## src/rtl/input_cond_pkg.sv

```systemverilog
// ============================================================================
// Module   : input_cond_pkg
// Purpose  : Shared definitions for the push-button / switch input conditioner.
//            Holds the debounce FSM state type and the default debounce length.
// Revision : 1.0 - initial release
// ============================================================================
`default_nettype none

package input_cond_pkg;

    // Default number of consecutive stable synchronized samples needed before
    // a button edge is accepted. 500000 cycles is ~10 ms at 50 MHz, which
    // comfortably outlasts typical mechanical contact bounce.
    localparam int unsigned c_default_debounce_cycles = 500000;

    // Debounce FSM states:
    //   IDLE   - button released and stable
    //   ARM    - button seen pressed, waiting for it to stay pressed
    //   HELD   - press accepted, waiting for release
    //   DISARM - button seen released, waiting for it to stay released
    typedef enum logic [1:0] {
        IDLE   = 2'd0,
        ARM    = 2'd1,
        HELD   = 2'd2,
        DISARM = 2'd3
    } cond_state_e;

endpackage : input_cond_pkg

`default_nettype wire

```

## src/rtl/input_conditioner_sync2.sv

```systemverilog
// ============================================================================
// Module   : sync2
// Purpose  : Two-flop synchronizer bringing an asynchronous single-bit input
//            into the clk domain. Both flops clear asynchronously on reset.
// Ports    : clk   - system clock, rising edge
//            reset - asynchronous active-low reset
//            d     - asynchronous input
//            q     - synchronized output (two clk edges of latency)
// Revision : 1.0 - initial release
// ============================================================================
`default_nettype none

module sync2 (
    input  logic clk,
    input  logic reset,
    input  logic d,
    output logic q
);

    // First stage may go metastable; it is only ever read by the second stage.
    logic r_meta;

    always_ff @(posedge clk or negedge reset) begin
        if (!reset) begin
            r_meta <= 1'b0;
            q      <= 1'b0;
        end else begin
            r_meta <= d;
            q      <= r_meta;
        end
    end

endmodule : sync2

`default_nettype wire

```

## src/rtl/input_conditioner.sv

```systemverilog
// ============================================================================
// Module   : input_conditioner
// Purpose  : Turns a raw bouncing push-button into a clean one-cycle "step"
//            enable and captures the data switch value "w" with each step.
//            Both raw inputs are synchronized, the button is debounced by a
//            four-state FSM that demands DEBOUNCE_CYCLES+1 consecutive equal
//            synchronized samples before accepting a press or a release.
// Params   : DEBOUNCE_CYCLES - stable-sample requirement (legal range >= 2)
// Ports    : clk        - system clock, rising edge
//            reset      - asynchronous active-low reset
//            btn_raw    - unsynchronized, bouncing push-button
//            sw_raw     - unsynchronized data switch
//            step       - one-cycle pulse per accepted press
//            w          - switch value captured with each step
//            busy       - high while the FSM is not IDLE
//            step_count - accepted presses, modulo 256
// Revision : 1.0 - initial release
// ============================================================================
`default_nettype none

module input_conditioner
    import input_cond_pkg::*;
#(
    parameter int unsigned DEBOUNCE_CYCLES = c_default_debounce_cycles
) (
    input  logic       clk,
    input  logic       reset,
    input  logic       btn_raw,
    input  logic       sw_raw,
    output logic       step,
    output logic       w,
    output logic       busy,
    output logic [7:0] step_count
);

    localparam int unsigned c_cnt_w = $clog2(DEBOUNCE_CYCLES + 1);

    // Terminal count: the counter is cleared on entry to ARM/DISARM, so
    // reaching DEBOUNCE_CYCLES-1 while the level persists means that
    // DEBOUNCE_CYCLES samples after the entry sample have agreed.
    localparam logic [c_cnt_w-1:0] c_cnt_last = c_cnt_w'(DEBOUNCE_CYCLES - 1);

    // ------------------------------------------------------------------
    // Input synchronization
    // ------------------------------------------------------------------
    logic btn_s;
    logic sw_s;

    sync2 u_sync_btn (
        .clk   (clk),
        .reset (reset),
        .d     (btn_raw),
        .q     (btn_s)
    );

    sync2 u_sync_sw (
        .clk   (clk),
        .reset (reset),
        .d     (sw_raw),
        .q     (sw_s)
    );

    // ------------------------------------------------------------------
    // Debounce FSM
    // ------------------------------------------------------------------
    cond_state_e              r_state;
    cond_state_e              w_next_state;
    logic [c_cnt_w-1:0]       r_cnt;
    logic [c_cnt_w-1:0]       w_next_cnt;
    logic                     w_accept;

    always_ff @(posedge clk or negedge reset) begin
        if (!reset) begin
            r_state <= IDLE;
            r_cnt   <= '0;
        end else begin
            r_state <= w_next_state;
            r_cnt   <= w_next_cnt;
        end
    end

    always_comb begin
        w_next_state = r_state;
        w_next_cnt   = r_cnt;
        w_accept     = 1'b0;

        case (r_state)
            IDLE: begin
                if (btn_s) begin
                    w_next_state = ARM;
                    w_next_cnt   = '0;
                end
            end

            ARM: begin
                if (!btn_s) begin
                    // Press bounce: abandon without a step.
                    w_next_state = IDLE;
                    w_next_cnt   = '0;
                end else if (r_cnt == c_cnt_last) begin
                    w_next_state = HELD;
                    w_next_cnt   = '0;
                    w_accept     = 1'b1;
                end else begin
                    w_next_cnt = r_cnt + 1'b1;
                end
            end

            HELD: begin
                if (!btn_s) begin
                    w_next_state = DISARM;
                    w_next_cnt   = '0;
                end
            end

            DISARM: begin
                if (btn_s) begin
                    // Release bounce: return to HELD, never re-step.
                    w_next_state = HELD;
                    w_next_cnt   = '0;
                end else if (r_cnt == c_cnt_last) begin
                    w_next_state = IDLE;
                    w_next_cnt   = '0;
                end else begin
                    w_next_cnt = r_cnt + 1'b1;
                end
            end

            default: begin
                w_next_state = IDLE;
                w_next_cnt   = '0;
            end
        endcase
    end

    // ------------------------------------------------------------------
    // Registered outputs
    // ------------------------------------------------------------------
    // busy is decoded from the next state so that the flop tracks the state
    // register cycle-for-cycle while still being a pure flop output.
    always_ff @(posedge clk or negedge reset) begin
        if (!reset) begin
            step       <= 1'b0;
            w          <= 1'b0;
            busy       <= 1'b0;
            step_count <= 8'd0;
        end else begin
            step <= w_accept;
            busy <= (w_next_state != IDLE);
            if (w_accept) begin
                w          <= sw_s;
                step_count <= step_count + 8'd1;
            end
        end
    end

endmodule : input_conditioner

`default_nettype wire

```

## config.mk

```make
export PLATFORM = sky130hd
export DESIGN_NAME = input_conditioner
export DESIGN_NICKNAME = d
export VERILOG_FILES = /design/src/rtl/input_cond_pkg.sv /design/src/rtl/input_conditioner_sync2.sv /design/src/rtl/input_conditioner.sv
export SDC_FILE = /design/constraint.sdc
export NUM_CORES = 1
export LEC_CHECK = 0
export CORE_MARGIN = 2
export CORE_UTILIZATION = 57
export DETAILED_ROUTE_END_ITERATION = 8
export GPL_TIMING_DRIVEN = 0
export PLACE_DENSITY_LB_ADDON = 0.1
export SLEW_MARGIN = 25
export SYNTH_ARGS = -nofsm -noshare
export SYNTH_HDL_FRONTEND = slang
export SYNTH_HIERARCHICAL = 1
export SYNTH_SLANG_ARGS = --single-unit
```

## constraint.sdc

```tcl
create_clock -name clk -period 2.15 [get_ports clk]
set_input_delay 0.43 -clock clk [delete_from_list [all_inputs] [get_ports clk]]
set_output_delay 0.43 -clock clk [all_outputs]
set_load 0.005 [all_outputs]
```

# Yosys cells after proc, flatten, opt, wreduce, memory -nomap -nowiden
# Index checks and enable logic that the tools add are counted.
# totals
inputBits,4
output_inout_bits,11
register_bits,36
# op_classes
n_addsub,2
n_eq_ne,6
reduce_logical,3
n_mux,16
# ops
op,count
19-bit 2-to-1 mux,5
19-bit case mux with 4 select lines,1
"19-bit by 1-bit adder with 19-bit output, second input constant",1
"19-bit == test, second input constant",1
2-bit 2-to-1 mux,6
"8-bit by 1-bit adder with 8-bit output, second input constant",1
2-bit case mux with 4 select lines,1
"2-bit == test, second input constant",2
1-bit 2-to-1 mux,3
"2-bit by 1-bit == test with 1-bit output, second input constant",1
2-bit logical NOT,1
"2-bit by 1-bit != test with 1-bit output, second input constant",1
"2-bit != test, second input constant",1
2-bit AND reduction,1
2-bit nonzero test,1

# Depth between registers and ports, before layout
# depth
depth_word,5
mapped_depth,7

# Hierarchy
# Netlist, hierarchy kept.
# modules_own_cells
module,seq_area_each_um2,area_each_um2,cells_per_inst,instances
input_conditioner,800.8,1711.6,164,1
sync2,50.0,50.0,2,2

# Worst setup path before layout
# Ideal clock, no wire load.
# synth_timing
kind,reg2reg
from,reg r_cnt[0]
to,reg step_count[1]
setup_time_ns,0.125
required_ns,2.025
path_stages_with_launch,7
path_buffers,1
arrival_time_ns,1.724
path_slack_ns,0.302
path_cell_list,dfrtp_1 > ha_1 > nand4_4 > nor3b_4 > and3_1 > buf_6 > mux2_2
# synth_between
elab_chain_len,4
# synth_rtl
element,line,rtl
from (decl),input_conditioner.sv:68,logic [c_cnt_w-1:0] r_cnt;
from (signal assigned),input_conditioner.sv:78,r_cnt <= w_next_cnt;
19-bit == test,input_conditioner.sv:100,end else if (r_cnt == c_cnt_last) begin
1-bit 2-to-1 mux,input_conditioner.sv:100,
1-bit 2-to-1 mux,input_conditioner.sv:96,if (!btn_s) begin
1-bit 2-to-1 mux,input_conditioner.sv:87,case (r_state)
to (signal assigned),input_conditioner.sv:152,step_count <= step_count + 8'd1;
to (decl),input_conditioner.sv:33,output logic [7:0] step_count
# Every way passes these cells.
# A chain may end at the register's enable or synchronous reset.

# Final worst setup path
# layout_timing
from,reg r_cnt[0]
to,reg r_cnt[18]
# layout_between
elab_chain_len,4
# layout_rtl
element,line
19-bit by 1-bit adder with 19-bit output or 19-bit == test (tied branches),n/a
19-bit 2-to-1 mux (*),"input_conditioner.sv:100, input_conditioner.sv:121"
19-bit 2-to-1 mux (on tied branches),"input_conditioner.sv:117, input_conditioner.sv:96"
19-bit case mux with 4 select lines (*),input_conditioner.sv:87
# Every way passes the cells marked *; elsewhere a longest branch is shown, timed or not.

==> reports/qor.txt <==
status: complete, no violations
die area: 0.00365 mm^2
clock buffer depth: 2
cts repair resizes: 0
LEAKAGE: 0.913 nW
crit path DAT: 2.25 ns
synth unique cells: 44
Root Buffer: clkbuf_4
DR iter-0 viols: 98
htree depth: 2
post-synth top area cell: dfrtp_1
CTS Buf Count: 5
dpl hpwl: 2.46 mm
CTS tree: done
crit path kind: flip-flop to flip-flop
clk_skew: 0.00982 ns
top cells by area, synth: dfrtp_1 50%, nand2_1 3.9%, xnor2_1 3.4%, mux2i_1 2.8%, nand4_1 2.8%
Max-slew headroom: 56.6%
cells on worst reg2reg path: 7
final core utilization: 69.9%
worst slack at placement: 0.125 ns
Pre-antenna DRT Iters: 4
ANT nets after route: 0
sw frac: 22.5%
Hold Path Stages: 0
Post-synth ARST share: 100%
ys flop type: dfrtp_1
Nets: 197
initial core utilization: 59.8%
synthesized area per cell: 10.8 um^2
RSZ-0062 raised after global routing: false
largest net degree at the start of global routing: 21
Syn Std Cell Area: 0.00181 mm^2
Fin. Hold Viols: 0
Yosys reg bits: 36
register area share after synthesis: 49.7%
first-pass GRT wire length: 5.72 mm
Crit Reg-Reg Endpoint: r_cnt[18]
Least-Margin Pin Slew: 0.648 ns
Worst path slowest cell: dfrtp_1
cells along the critical path: ha_1 -> nand4_4 -> nor3b_4 -> a21o_1 -> buf_2 -> nor4_1 -> a211o_1
wire length on met3: 164 um
Final Critical Period: 2.02 ns
Mapped Cells: 168
Site Rows: 20
setup TNS: 0 ns
Ant. Diodes: 0
Pwr Density: 583 mW/mm^2
worst reg2reg setup slack: 0.13 ns
top sig layer: met4
DR WL/cell: 14.4 um
vias per inst: 5.69
Critical Path End Type: flip-flop
Setup WS post-layout: 0.131 ns
Net Count, Synth: 174
Max Fclk: 495 MHz
WP data required: 2.39 ns
grt ovf: 0
synth-to-layout area growth: 16.8%
Worst-Skew Late Latency: 0.34 ns
Int Pwr: 0.000956 W
GRT Total Usage: 21.6%
initial antenna violation count: 0
Die X: 60.4 um
M1 WL: 1.66 mm
Critical Path Max Stage Delay: 0.42 ns
via count: 1344
Hold WC Path Type: flip-flop to flip-flop
layout cell share with drive strength beyond 1: 13.0%
crit share post-route: 93.9%
crit path max fanout: 10
clock sinks: 36
met2 WL: 1.54 mm
Final setup viols: 0
Psw: 0.000277 W
I/O Pins: 15
core footprint: 0.00303 mm^2
top-count cell post-synth: dfrtp_1
Gate power share: 5.5%
Peak VDD IR: 0.000501 V
CP Launch Type: flip-flop
Clock Pin Slew Worst Setup and Hold Paths: 0.11 ns
Final Wtd Congestion: 0.795
Hold EP: u_sync_btn/q
share of the synthesized area in the top cell type: 49.7%
DRC violations left: 0
CP Buf/Inv Count: 1
Worst Hold Launch: u_sync_btn/r_meta
Slew Viols, Final: 0
reg2reg start: r_cnt[0]
WL final: 3.40 mm
Clock power frac: 38.2%
number of port buffers: 14
portion of total power attributed to sequential cells: 56.2%
CP top delay family: simple AND/OR/NAND/NOR gates
Post-synth EDFFs: 0
Die Y: 60.4 um
setup repair bufs after CTS: 0
vias in the first global route: 1194
Ys Warns: 6
maxcap violations: 0
Post-synth top cells: 36 x dfrtp_1, 19 x nand2_1, 9 x a21oi_1, 9 x nand3_1, 8 x nand4_1
==> routing by layer <==
| metal | vias up | global-route usage [%] |
|---|---|---|
| li1 | 667 | - |
| met1 | 633 | 30.1 |
| met2 | 40 | 32.3 |
| met3 | 4 | 7.04 |
| met4 | 0 | 6.67 |
| met5 | - | 0 |
==> state kept, by name, indices dropped and copies added (netlist names) <==
| name | flops |
|---|---|
| u_sync_sw/r_meta | 1 |
| r_state | 2 |
| step_count | 8 |
| u_sync_sw/q | 1 |
| u_sync_btn/r_meta | 1 |
| w | 1 |
| u_sync_btn/q | 1 |
| step | 1 |
| r_cnt | 19 |
| busy | 1 |
==> cell type report <==
| type | instances | area, um^2 |
|---|---|---|
| Clock inverter | 2 | 35.0 |
| Fill cell | 239 | 912 |
| Clock buffer | 6 | 41.3 |
| Inverter | 3 | 11.3 |
| Multi-Input combinational cell | 125 | 872 |
| Buffer | 4 | 27.5 |
| Timing Repair Buffer | 16 | 173 |
| Sequential cell | 36 | 901 |
| Tap cell | 44 | 55.1 |
==> cells in the final DEF (no fill, tap or decap), types with 2 or more instances in the layout <==
master	n
a211oi_1	2
a21o_1	4
a21oi_1	9
and2_1	2
and3_1	5
and4_1	3
buf_2	2
clkbuf_1	2
clkbuf_4	5
clkdlybuf4s50_1	13
dfrtp_1	36
ha_1	2
inv_1	3
mux2_2	3
mux2i_1	5
nand2_1	19
nand3_1	9
nand4_1	8
nor2_1	5
nor3_1	2
nor4_2	2
o21ai_0	7
o21ai_1	5
or2_1	3
or3_1	5
xnor2_1	7
==> cell families (layout without fill, tap and decap cells) <==
group	count (synthesis)	after routing	synth area share (%)
AOI/OAI and AO/OA	34	34	11.7
xor gates and xnor gates	9	9	4.77
adders and majority gates	2	2	1.38
buffers and inverters	7	31	2.14
DFF	36	36	49.7
muxes	8	8	4.63
and+or+nand+nor	72	72	25.7
==> power groups by stage <==
stage	combinational, W	clock [W]	sequential [W]
global route	0.0000779	0.000521	0.000695
floorplan	0.0000317	0	0.000705
CTS	0.0000696	0.000482	0.000694
finish	0.0000681	0.000472	0.000693
detailed placement	0.0000678	0	0.000707
global placement	0.0000606	0	0.000706
==> worst max path at each step <==
| stage | start | endpoint | slack (ns) | cells after the start |
|---|---|---|---|---|
| after global placement | reset | busy | -0.09 | 1 |
| final | r_cnt[0] | r_cnt[18] | 0.13 | 7 |
| after CTS | r_cnt[0] | r_cnt[18] | 0.10 | 7 |
| after global routing | r_cnt[0] | r_cnt[18] | 0.002 | 6 |
| after floorplan | r_cnt[0] | step_count[1] | 0.30 | 6 |
| after detailed placement | r_cnt[0] | r_cnt[18] | 0.13 | 7 |
==> through the flow <==
stage	cells	hold WS, ns	total power (W)	cell area (um^2)
5_1_grt	236	0.389	0.00129	2120
6_report	236	0.371	0.00123	2120
3_3_place_gp	226	0.333	0.000766	2010
3_5_place_dp	227	0.356	0.000775	2030
2_1_floorplan	168	0.134	0.000737	1810
4_1_cts	236	0.380	0.00124	2120
==> timing repair <==
action / CTS / global route
hold endpoints to repair: 1 / 0
setup endpoints to repair: 0 / 3
hold buffers: 1 / 0
Power figures use the tool's default switching activity.
